==> config.mk <==
export PLATFORM = sky130hd
export DESIGN_NAME = button_bank
export DESIGN_NICKNAME = d
export VERILOG_FILES = /design/src/rtl/button_bank.sv
export SDC_FILE = /design/constraint.sdc
export NUM_CORES = 1
export LEC_CHECK = 0
export BUFFER_PORTS_ARGS = -buffer_cell sky130_fd_sc_hd__buf_2
export CAP_MARGIN = 20
export CORE_MARGIN = 5
export CORE_UTILIZATION = 45
export DETAILED_ROUTE_END_ITERATION = 12
export PLACE_DENSITY_LB_ADDON = 0.2
export SETUP_SLACK_MARGIN = 0.2
export SKIP_LAST_GASP = 1
export SYNTH_ARGS = -nofsm -noshare
export SYNTH_HDL_FRONTEND = slang
export SYNTH_SLANG_ARGS = --single-unit
export TNS_END_PERCENT = 10
==> constraint.sdc <==
create_clock -name clk -period 9.83 [get_ports clk]
set_clock_uncertainty 0.2 [all_clocks]
set_input_delay 1.966 -clock clk [delete_from_list [all_inputs] [get_ports clk]]
set_output_delay 1.966 -clock clk [all_outputs]
set_load 0.02 [all_outputs]
==> src/rtl/button_bank.sv <==
// Debounced key bank: per-key 2-flop synchroniser and debounce FSM, with a
// small read-only register window (pending, level, press count) and an irq.
module button_bank #(
  parameter int CLKRATE  = 25000000,
  parameter int DBMSEC   = 150,
  parameter int NKEYS    = 4,
  parameter int BASEADDR = 411700
) (
  input  logic             clk,
  input  logic             nrst,
  input  logic [NKEYS-1:0] key,
  input  logic [31:0]      busaddr,
  input  logic             busrd,
  output logic [31:0]      busdata,
  output logic             irq
);

  localparam int DBMAX = CLKRATE / 1000 * DBMSEC;
  localparam int CW    = $clog2(DBMAX) + 1;
  // Transition fires on the cycle the count would reach DBMAX.
  localparam logic [CW-1:0] CLAST = CW'(DBMAX - 1);

  localparam logic [31:0] ADDR_PEND  = 32'(BASEADDR);
  localparam logic [31:0] ADDR_LEVEL = 32'(BASEADDR + 4);
  localparam logic [31:0] ADDR_CNT   = 32'(BASEADDR + 8);

  typedef enum logic [1:0] {
    RELEASED,
    PRESS_WAIT,
    PRESSED,
    RELEASE_WAIT
  } state_t;

  logic [NKEYS-1:0] sync1, sync2;
  logic [NKEYS-1:0] press, level;
  logic [NKEYS-1:0] pending;
  logic [15:0]      presscnt;
  logic [4:0]       npress;
  logic [15:0]      cnt_base;
  logic [16:0]      cnt_sum;
  logic [15:0]      cnt_next;
  logic             rd_pend, rd_cnt;

  always_ff @(posedge clk or negedge nrst) begin
    if (!nrst) begin
      sync1 <= '1;
      sync2 <= '1;
    end else begin
      sync1 <= key;
      sync2 <= sync1;
    end
  end

  for (genvar g = 0; g < NKEYS; g++) begin : g_key
    state_t        st, st_nx;
    logic [CW-1:0] dc, dc_nx;
    logic          hit;

    always_ff @(posedge clk or negedge nrst) begin
      if (!nrst) begin
        st <= RELEASED;
        dc <= '0;
      end else begin
        st <= st_nx;
        dc <= dc_nx;
      end
    end

    always_comb begin
      st_nx = st;
      dc_nx = dc;
      hit   = 1'b0;
      case (st)
        RELEASED: begin
          if (!sync2[g]) begin
            st_nx = PRESS_WAIT;
            dc_nx = CW'(1);
          end
        end
        PRESS_WAIT: begin
          if (sync2[g]) begin
            st_nx = RELEASED;
            dc_nx = '0;
          end else if (dc == CLAST) begin
            st_nx = PRESSED;
            dc_nx = '0;
            hit   = 1'b1;
          end else begin
            dc_nx = dc + CW'(1);
          end
        end
        PRESSED: begin
          if (sync2[g]) begin
            st_nx = RELEASE_WAIT;
            dc_nx = CW'(1);
          end
        end
        RELEASE_WAIT: begin
          if (!sync2[g]) begin
            st_nx = PRESSED;
            dc_nx = '0;
          end else if (dc == CLAST) begin
            st_nx = RELEASED;
            dc_nx = '0;
          end else begin
            dc_nx = dc + CW'(1);
          end
        end
        default: begin
          st_nx = RELEASED;
          dc_nx = '0;
        end
      endcase
    end

    assign press[g] = hit;
    assign level[g] = (st == PRESSED) || (st == RELEASE_WAIT);
  end

  assign rd_pend = busrd && (busaddr == ADDR_PEND);
  assign rd_cnt  = busrd && (busaddr == ADDR_CNT);

  // Clear is applied before new events are merged, so a coincident set wins.
  always_comb begin
    npress = '0;
    for (int unsigned i = 0; i < NKEYS; i++) begin
      npress = npress + 5'(press[i]);
    end
    cnt_base = rd_cnt ? '0 : presscnt;
    cnt_sum  = {1'b0, cnt_base} + 17'(npress);
    cnt_next = cnt_sum[16] ? 16'hFFFF : cnt_sum[15:0];
  end

  always_ff @(posedge clk or negedge nrst) begin
    if (!nrst) begin
      pending  <= '0;
      presscnt <= '0;
      irq      <= 1'b0;
    end else begin
      pending  <= (rd_pend ? '0 : pending) | press;
      presscnt <= cnt_next;
      irq      <= |pending;
    end
  end

  always_comb begin
    busdata = '0;
    if (busaddr == ADDR_PEND) begin
      busdata[NKEYS-1:0] = pending;
    end else if (busaddr == ADDR_LEVEL) begin
      busdata[NKEYS-1:0] = level;
    end else if (busaddr == ADDR_CNT) begin
      busdata[15:0] = presscnt;
    end
  end

endmodule

======== Word level (Yosys, flattened, before mapping) ========
Index checks and enable logic that the tools add are counted.
word-level totals
  word-level logic and storage cells ...... 148
  output and inout bits ................... 33
  bits of input ports ..................... 39
  register bits after elaboration ......... 129
cells by class
  bitwise gates (word level) .............. 1
  reduce and logical (&&, ||, !) cells .... 19
  $add $sub $neg .......................... 8
  muxes and demuxes ....................... 72
  equal/unequal tests ..................... 35
operator list
  cell                   number
  $mux 23                20
  $pmux 23 s4            4
  $eq 32x19->1 const B   3
  $add 23x1->23 const B  4
  $eq 23x22->1 const B   4
  $mux 16                3
  $mux 2                 24
  $pmux 2 s4             4
  $mux 12                2
  $ne 3x3->1 const B     8
  $add 16x4->17          1
  $eq 2x2->1 const B     8
  $ne 2x2->1 const B     8
  $reduce_and 4->1       4
  $mux 1                 12
  $mux 4                 3
  $eq 2x1->1 const B     4
  $logic_not 2->1        4
  $reduce_and 2->1       4
  $add 3x1->4            1
  $logic_or 1x1->1       4
  $or 4x4->4             1
  $reduce_or 4->1        1
  $add 2x1->3            1
  other kinds (2)        3

======== Logic depth before layout (Yosys ltp) ========
Gate-level depths: netlist of run 1.
  word-level depth ........................ 9
  depth in mapped cells ................... 13
  depth with buffers taken out ............ 13

======== Worst setup path after synthesis of run 1 ========
Ideal clock, no wire load.
  path type ............................... input -> register
  start ................................... in busaddr[7]
  end ..................................... reg presscnt[10]
  cell stages on the path ................. 12
  path slack .............................. 3947 ps
  arrival time ............................ 5605 ps
  data required time ...................... 9552 ps
  library setup time ...................... 78 ps
  buffers on the path ..................... 1
  cells stage by stage .................... nor4b_1 > nand4_1 > nor4_2 > nand2b_1 > fa_1 > fa_1 > fa_1 > nand3b_1 > nor3b_1 > nand3_1 > clkbuf_1 > a21oi_1
on the way
  longest elaborated chain between the ends .. 5
RTL lines
  what                  line  source
  from (decl)           12    input logic [31:0] busaddr,
  $eq 32x19->1          121   assign rd_cnt = busrd && (busaddr == ADDR_CNT);
  $logic_and 1x1->1     121
  $mux 16               129   cnt_base = rd_cnt ? '0 : presscnt;
  $add 16x4->17         130   cnt_sum = {1'b0, cnt_base} + 17'(npress);
  $mux 16               131   cnt_next = cnt_sum[16] ? 16'hFFFF : cnt_sum[15:0];
  via cnt_next[10]      41    logic [15:0] cnt_next;
  to (signal assigned)  141   presscnt <= cnt_next;
  to (decl)             37    logic [15:0] presscnt;
The timed path passes the listed nets, and every way through them passes these cells.
A chain may end at the register's enable or synchronous reset.

======== Worst setup path after layout of run 1 ========
  start ................................... in busaddr[8]
  end ..................................... reg presscnt[1]
The elaborated chain is that of the path after synthesis.

==> results of run 1 <==
==> area by class of cell <==
cell class / instances / area, um^2 / area share, %
multi-input cells: 623 / 3736 / 45.16
well taps: 216 / 270.3 / 3.267
flip-flops and latches: 129 / 3238 / 39.14
repair buffers: 60 / 319.1 / 3.857
inverters: 22 / 82.58 / 0.9982
clock inverters: 8 / 125.1 / 1.512
clock buffers: 24 / 501.7 / 6.065
==> power breakdown <==
group	total [mW]	internal [mW]	switching, mW
sequential	0.603	0.563	0.0400
combinational	0.208	0.0677	0.140
clock	0.669	0.432	0.237
total	1.48	1.06	0.417
==> critical path: cells and delay by family <==
kind | cells | cell delay, ns
and+or+nand+nor | 7 | 2.43
AOI/OAI and AO/OA | 1 | 0.34
buffers and inverters | 2 | 0.35
adders and majority gates | 3 | 1.31
==> layout by cell type, fill, tap and decap left out, drive strengths merged, types with 4 or more instances in the layout <==
master	synthesis	routed
nand2	89	89
xor2	6	6
clkinvlp	0	4
a21o	9	9
xnor2	17	17
or3	8	8
nor4	25	25
dfstp	8	8
or4	4	4
o21ai	36	36
and4	9	9
buf	35	60
nand3	49	49
conb	1	16
nor4bb	4	4
nand4	25	25
nor2	42	42
nor2b	4	4
nor3	24	24
and3	13	13
inv	21	21
a21oi	65	65
nand2b	18	18
a22o	13	13
and2	17	17
ha	5	5
dfrtp	121	121
clkbuf	15	24
or2	6	6
mux2i	13	13
a41oi	8	8
a31oi	63	63
==> flip-flops by register name (all words and copies together), names as in the netlist, named ones only <==
| name | cells |
|---|---|
| g_key.st | 4 |
| presscnt | 16 |
| pending | 4 |
| sync1 | 4 |
| g_key.dc | 92 |
| sync2 | 4 |
| irq | 1 |
==> synthesized netlist by cell type, types with 2 or more instances <==
library cell	number
sky130_fd_sc_hd__dfrtp_1	121
sky130_fd_sc_hd__nand2_1	89
sky130_fd_sc_hd__a21oi_1	64
sky130_fd_sc_hd__a31oi_1	63
sky130_fd_sc_hd__nand3_1	48
sky130_fd_sc_hd__nor2_1	42
sky130_fd_sc_hd__o21ai_0	36
sky130_fd_sc_hd__nand4_1	25
sky130_fd_sc_hd__nor3_1	22
sky130_fd_sc_hd__nor4_1	22
sky130_fd_sc_hd__inv_1	21
sky130_fd_sc_hd__nand2b_1	18
sky130_fd_sc_hd__and2_1	17
sky130_fd_sc_hd__buf_4	17
sky130_fd_sc_hd__xnor2_1	17
sky130_fd_sc_hd__buf_2	14
sky130_fd_sc_hd__clkbuf_1	14
sky130_fd_sc_hd__a22o_1	13
sky130_fd_sc_hd__and3_1	13
sky130_fd_sc_hd__mux2i_1	13
sky130_fd_sc_hd__a21o_1	9
sky130_fd_sc_hd__and4_1	9
sky130_fd_sc_hd__a41oi_1	8
sky130_fd_sc_hd__dfstp_2	8
sky130_fd_sc_hd__or3_1	8
sky130_fd_sc_hd__or2_2	6
sky130_fd_sc_hd__xor2_1	6
sky130_fd_sc_hd__ha_1	5
sky130_fd_sc_hd__nor2b_1	4
sky130_fd_sc_hd__nor4bb_1	4
sky130_fd_sc_hd__buf_1	3
sky130_fd_sc_hd__fa_1	3
sky130_fd_sc_hd__nor3b_1	3
sky130_fd_sc_hd__nor4b_1	3
sky130_fd_sc_hd__o21a_1	3
sky130_fd_sc_hd__o31a_1	3
sky130_fd_sc_hd__or4_1	3
sky130_fd_sc_hd__nand3b_1	2
sky130_fd_sc_hd__nor4_2	2
sky130_fd_sc_hd__o2111ai_1	2
sky130_fd_sc_hd__o211ai_1	2
sky130_fd_sc_hd__o21bai_1	2
sky130_fd_sc_hd__o22ai_1	2
==> cells by family after synthesis <==
logic type	after synthesis	synth area share, %
compound gates	215	18.26
flops	129	44.54
fa+ha+maj	8	1.686
xor+xnor	23	2.771
buf+inv	72	4.956
simple gates	348	25.95
other cells	1	0.05158
mux	13	1.790
==> metal layers <==
| metal | vias to the layer above | wire, um | track usage, % |
|---|---|---|---|
| li1 | 3067 | - | - |
| met5 | - | 0 | 0 |
| met3 | 24 | 805 | 4.191 |
| met2 | 144 | 8274 | 30.90 |
| met4 | 0 | 238 | 6.486 |
| met1 | 3027 | 7778 | 24.59 |
==> per-stage QoR <==
| stage | std cells | util [%] | hold slack [ns] |
|---|---|---|---|
| 6_report | 1082 | 52.08 | 0.1549 |
| 5_1_grt | 1082 | 52.08 | 0.1634 |
| 4_1_cts | 1082 | 52.08 | 0.1558 |
| 3_5_place_dp | 1050 | 48.13 | 0.1473 |
| 3_3_place_gp | 1050 | 48.13 | 0.1464 |
| 2_1_floorplan | 824 | - | 0.1452 |
==> how the worst max path moves through the flow <==
stage          slack (ns)                      to   startpoint
6_report             3.56   presscnt[1]$_DFF_PN0_   busaddr[8]
5_1_grt              3.14   presscnt[0]$_DFF_PN0_   busaddr[7]
3_5_place_dp         3.11   presscnt[1]$_DFF_PN0_  busaddr[15]
3_3_place_gp         3.26   presscnt[0]$_DFF_PN0_   busaddr[8]
4_1_cts              3.55   presscnt[1]$_DFF_PN0_  busaddr[15]
2_1_floorplan        3.95  presscnt[10]$_DFF_PN0_   busaddr[7]
==> impl_results.md, run 1 <==
* Outcome: complete, no violations
* Vias in the first global route at about 6,000
* Leak at around 3.4 nW
* HPWL after detailed placement at 11,610 um
* Layout fillers at roughly 1,500
* Top_reg_cell synth: sky130_fd_sc_hd__dfrtp_1
* I/O pins at 72
* PostCTS Resize Cnt at 0
* Largest cells by area after synthesis: sky130_fd_sc_hd__dfrtp_1, sky130_fd_sc_hd__a31oi_1, sky130_fd_sc_hd__nand2_1, sky130_fd_sc_hd__a21oi_1, sky130_fd_sc_hd__nand3_1
* Chip height at approximately 140 um
* Number of input and output port buffers inserted at 55
* Rows at between 40 and 50
* Final non-filler cell area at 8273 um^2
* Number of antenna violations at the first check in global routing at 0
* Slowest cell on crit path: sky130_fd_sc_hd__nor3b_1
* Count of cells along the worst hold path at 0
* Smallest setup slack after layout at ~3.6 ns
* Number of buffers between clock root and the deepest sink at 2
* CTS Buf Count at 17
* Per-cell routed wire length at 15.80 um
* Post-synth ARST share at 100.0%
* H-tree levels at 4
* Min-delay worst type: register to register
* Max FO, Critical Path at 18
* Sum of negative setup slack at 0 ns
* Starting Density at 45.77%
* Worst rel slew slack at ~29%
* Clock-pin transition on the worst setup and hold timing paths at 0.06 ns
* Root Buffer Master: sky130_fd_sc_hd__clkbuf_16
* Width of the die at around 140 um
* Required time of the worst setup path at between 9 and 10 ns
* Endpoint arrival time on the critical path at 6.39 ns
* Transition at the pin with the smallest max-transition slack at 1.072 ns
* Path type of the worst setup path: primary input to register
* Power per Cell Area at roughly 180 nW/um^2
* Reg2reg setup slack at 4.32 ns
* Critical path, cell by cell: buf_2 > nor4b_1 > nand4_1 > nor4_2 > buf_4 > nand2b_1 > fa_1 > fa_1 > fa_1 > nand3b_1 > nor3b_1 > nand3_1 > o21ai_0
* Peak supply drop at 148.2 uV
* End of the worst hold path: sync2[1]$_DFF_PN1_
* DP Area at ~7600 um^2
* Clock sink total at 129
* Total design power at ~1.5 mW
* EDFF count, synth at 0
* Average footprint of a synthesized cell at between 8 and 9 um^2
* Maximum single-stage delay on the critical path at 0.68 ns
* Post-Route WL at 17,100 um
* Worst reg2reg path endpoint: presscnt[1]$_DFF_PN0_
* Max-slew violation count at 0
* Portion of the clock cycle consumed by the worst path in the final layout at a little under two thirds
* Yosys reg bits at ~130
* Total number of vias at approximately 6,300
* Insertion delay to the later sink of the worst-skew pair at 0.43 ns
* Worst Hold Launch: sync1[1]$_DFF_PN1_
* Drc violations at 0
* Core footprint at around 16,000 um^2
* Vias/cell at 5.787
* RSZ-0062 raised after global routing: false
* Worst setup slack after placement at 3.105 ns
* Antenna viol nets, final at 0
* CP startpoint kind: primary input
* Fraction of final layout cells sized beyond drive strength 1 at 13.39%
* TritonCTS clock tree: done
* Final net count at 900
* Detailed Route Iter0 Violations at between 400 and 500
* Depth of the worst register-to-register path at 12
* Maximum Capacitance Violations at 0
* 1st-pass router iterations at 5
* First-pass GRT wire length at approximately 29,000 um
* Remaining global-route overflow at 0
* Number of hold buffers added after cts at 0
* Endpoints failing setup at 0
* Diode insertion count for antenna repair at 0
* Sequential area share after synthesis at approximately 45%
* Most repeated library cell on the critical path: sky130_fd_sc_hd__fa_1
* Number of buffers inserted by post-CTS setup repair at 0
* Final critical delay including setup and external delays at ~6.3 ns
* Top cell type's share of synthesized area at approximately two fifths
* Cell accounting for the most synthesized area: sky130_fd_sc_hd__dfrtp_1
* Gate count after technology mapping at approximately 810
* Max frequency at between 150 and 200 MHz
* Number of hold violations in the final report at 0
* Layout overhead on the synthesized area at 13.78%
* YS warnings at 0
* Overall global routing resource usage at 18.82%
* Endpoint kind of the worst setup timing path: register
* Routability cong. at ~0.84
* Count of cell types in the netlist at between 60 and 70
* Largest net degree at the start of global routing at 70
* Syn Std Cell Area at approximately 7300 um^2
* Die Area at around 19,000 um^2
* R2r startpoint: g_key[0].dc[0]$_DFFE_PN0P_
(Power assumes the default switching activity.)
==> inputs of run 2 (changes only) <==
Clock period 9.83 ns to 5.9 ns, I/O delays scaled along.
==> impl_results.md, run 2 (synthesis gave the netlist of run 1 again) <==
* Clock sink total at 129
* Critical path, cell by cell: ha_1 > nand3_1 > nor4_1 > nand3_1 > or3_1 > fa_1 > fa_1 > fa_1 > nand3b_1 > nor3b_1 > buf_4 > nand3_1 > o21ai_0
* Number of input and output port buffers inserted at 55
* Antenna viol nets, final at 0
* Drc violations at 0
* Setup crit end: presscnt[0]$_DFF_PN0_
* Required time of the worst setup path at roughly 6.0 ns
* Final net count at around 900
* Endpoint kind of the worst setup timing path: register
* Largest register FFs at between 90 and 100
* Depth of the worst register-to-register path at 13
* Starting Density at ~46%
* CTS Buf Count at 17
* Min-delay worst type: register to register
* Number of hold violations in the final report at 0
* Reg2reg setup slack at just under 0.9 ns
* Worst rel slew slack at 28.34%
* Width of the die at between 100 and 150 um
* Final critical delay including setup and external delays at approximately 5.0 ns
* First-pass GRT wire length at ~28,000 um
* Worst reg2reg path endpoint: presscnt[0]$_DFF_PN0_
* Insertion delay to the later sink of the worst-skew pair at between 0.4 and 0.5 ns
* Leak at between 3 and 4 nW
* Transition at the pin with the smallest max-transition slack at between 1 and 1.5 ns
* Root Buffer Master: sky130_fd_sc_hd__clkbuf_16
* Family with the most delay on the worst path: simple AND/OR/NAND/NOR gates
* Path type of the worst setup path: register to register
* Outcome: complete, no violations
* Maximum single-stage delay on the critical path at about 0.60 ns
* Maximum Capacitance Violations at 0
* Detailed Route Iter0 Violations at 407
* CP startpoint kind: register
* Remaining global-route overflow at 0
* 1st-pass router iterations at 5
* Layout overhead on the synthesized area at 13.34%
* HPWL after detailed placement at 11,580 um
* Commonest non-fill, non-tap cell in the layout: sky130_fd_sc_hd__dfrtp_1
* Core footprint at about 16,000 um^2
* Commonest cells after routing, fill and taps aside: sky130_fd_sc_hd__dfrtp_1, sky130_fd_sc_hd__nand2_1, sky130_fd_sc_hd__a31oi_1
* Overall global routing resource usage at 18.20%
* Peak supply drop at around 230 uV
* Die Area at about 19,000 um^2
* Total number of vias at roughly 6,400
* Largest net degree at the start of global routing at 76
* Number of antenna violations at the first check in global routing at 0
* Vias/cell at approximately 5.9
* Endpoints failing setup at 0
* Largest registers: g_key.dc: 92 flops, presscnt: 16 flops
* Post-Route WL at roughly 17,000 um
* Rows at 46
* I/O pins at 72
* PostCTS Resize Cnt at 0
* Setup crit start: g_key[0].dc[0]$_DFFE_PN0P_
* Sum of negative setup slack at 0 ns
* Per-cell routed wire length at between 15 and 20 um
* Max FO, Critical Path at 13
* R2r startpoint: g_key[0].dc[0]$_DFFE_PN0P_
* Clock-pin transition on the worst setup and hold timing paths at around 0.06 ns
* Max-slew violation count at 0
* H-tree levels at 4
* Slowest cell on crit path: sky130_fd_sc_hd__nor4_1
* Number of hold buffers added after cts at 0
* Max frequency at approximately 200 MHz
* Most flop-heavy register: g_key.dc
* TritonCTS clock tree: done
* Number of buffers inserted by post-CTS setup repair at 0
* RSZ-0062 raised after global routing: false
* Number of placed instances, taps included at between 1,000 and 1,500
* Routability cong. at slightly above 0.8
* Fraction of final layout cells sized beyond drive strength 1 at a little over an eighth
* Number of buffers between clock root and the deepest sink at 2
* Diode insertion count for antenna repair at 0
* Worst path bufs/invs at 1
* Final non-filler cell total at roughly 1,100
* Portion of the clock cycle consumed by the worst path in the final layout at between 80% and 90%
* Endpoint arrival time on the critical path at around 5 ns
* Chip height at 137.1 um
* Vias in the first global route at slightly below 6,000
* Cell depth of the worst setup path at 13
* Power per Cell Area at ~290 nW/um^2
-- run 2: changes by cell type in the layout (fill, tap and decap cells not counted), sizes merged --
cell | previous run | this run
clkbuf | 24 | 28
clkinvlp | 4 | 1
buf | 60 | 62
bufinv | 3 | 2
-- run 2: worst min-delay path by stage --
stage | startpoint | to | depth (start not counted)
floorplan | sync1[0]$_DFF_PN1_ | sync2[0]$_DFF_PN1_ | 0
global placement | sync1[1]$_DFF_PN1_ | sync2[1]$_DFF_PN1_ | 0
detailed placement | sync1[1]$_DFF_PN1_ | sync2[1]$_DFF_PN1_ | 0
CTS | sync1[1]$_DFF_PN1_ | sync2[1]$_DFF_PN1_ | 0
global route | sync1[1]$_DFF_PN1_ | sync2[1]$_DFF_PN1_ | 0
finish | sync1[1]$_DFF_PN1_ | sync2[1]$_DFF_PN1_ | 0
-- run 2: report_power, final --
part           switching [mW]  total [mW]  internal (mW)
logic                   0.232       0.345          0.113
registers              0.0666        1.00          0.938
clock network           0.368        1.03          0.667
total                   0.666        2.38           1.72
-- run 2: area by class of cell --
cell class              count  area, um^2
clock inverters             4       72.57
multi-input cells         623        3736
well taps                 216       270.3
clock buffers              28       506.7
fillers                  1512        7645
inverters                  22       82.58
flip-flops and latches    129        3238
repair buffers             62       334.1
-- run 2: worst reg2reg max path: stages, from the launching register on --
cell and delay [ns]:
sky130_fd_sc_hd__dfrtp_1 0.40, sky130_fd_sc_hd__ha_1 0.25, sky130_fd_sc_hd__nand3_1 0.12, sky130_fd_sc_hd__nor4_1 0.60
sky130_fd_sc_hd__nand3_1 0.22, sky130_fd_sc_hd__or3_1 0.41, sky130_fd_sc_hd__fa_1 0.50, sky130_fd_sc_hd__fa_1 0.45
sky130_fd_sc_hd__fa_1 0.44, sky130_fd_sc_hd__nand3b_1 0.23, sky130_fd_sc_hd__nor3b_1 0.22, sky130_fd_sc_hd__buf_4 0.17
sky130_fd_sc_hd__nand3_1 0.40, sky130_fd_sc_hd__o21ai_0 0.33
-- run 2: per-stage QoR --
step	power (mW)	worst slack (ns)	cell area, um^2	hold WS (ns)	util [%]
6_report	2.384	0.8672	8240	0.1557	51.87
3_5_place_dp	1.362	0.6384	7661	0.1498	48.23
2_1_floorplan	1.270	0.8030	7327	0.1452	-
5_1_grt	2.494	0.5383	8240	0.1600	51.87
4_1_cts	2.398	0.9338	8240	0.1578	51.87
3_3_place_gp	1.344	0.7596	7661	0.1482	48.23
-- run 2: metal layers --
metal / global-route usage, % / part of all wire [%]
met1: 23.45 / 44
met3: 4.743 / 5.8
met2: 30.27 / 49
met4: 5.211 / 1.0
met5: 0 / 0
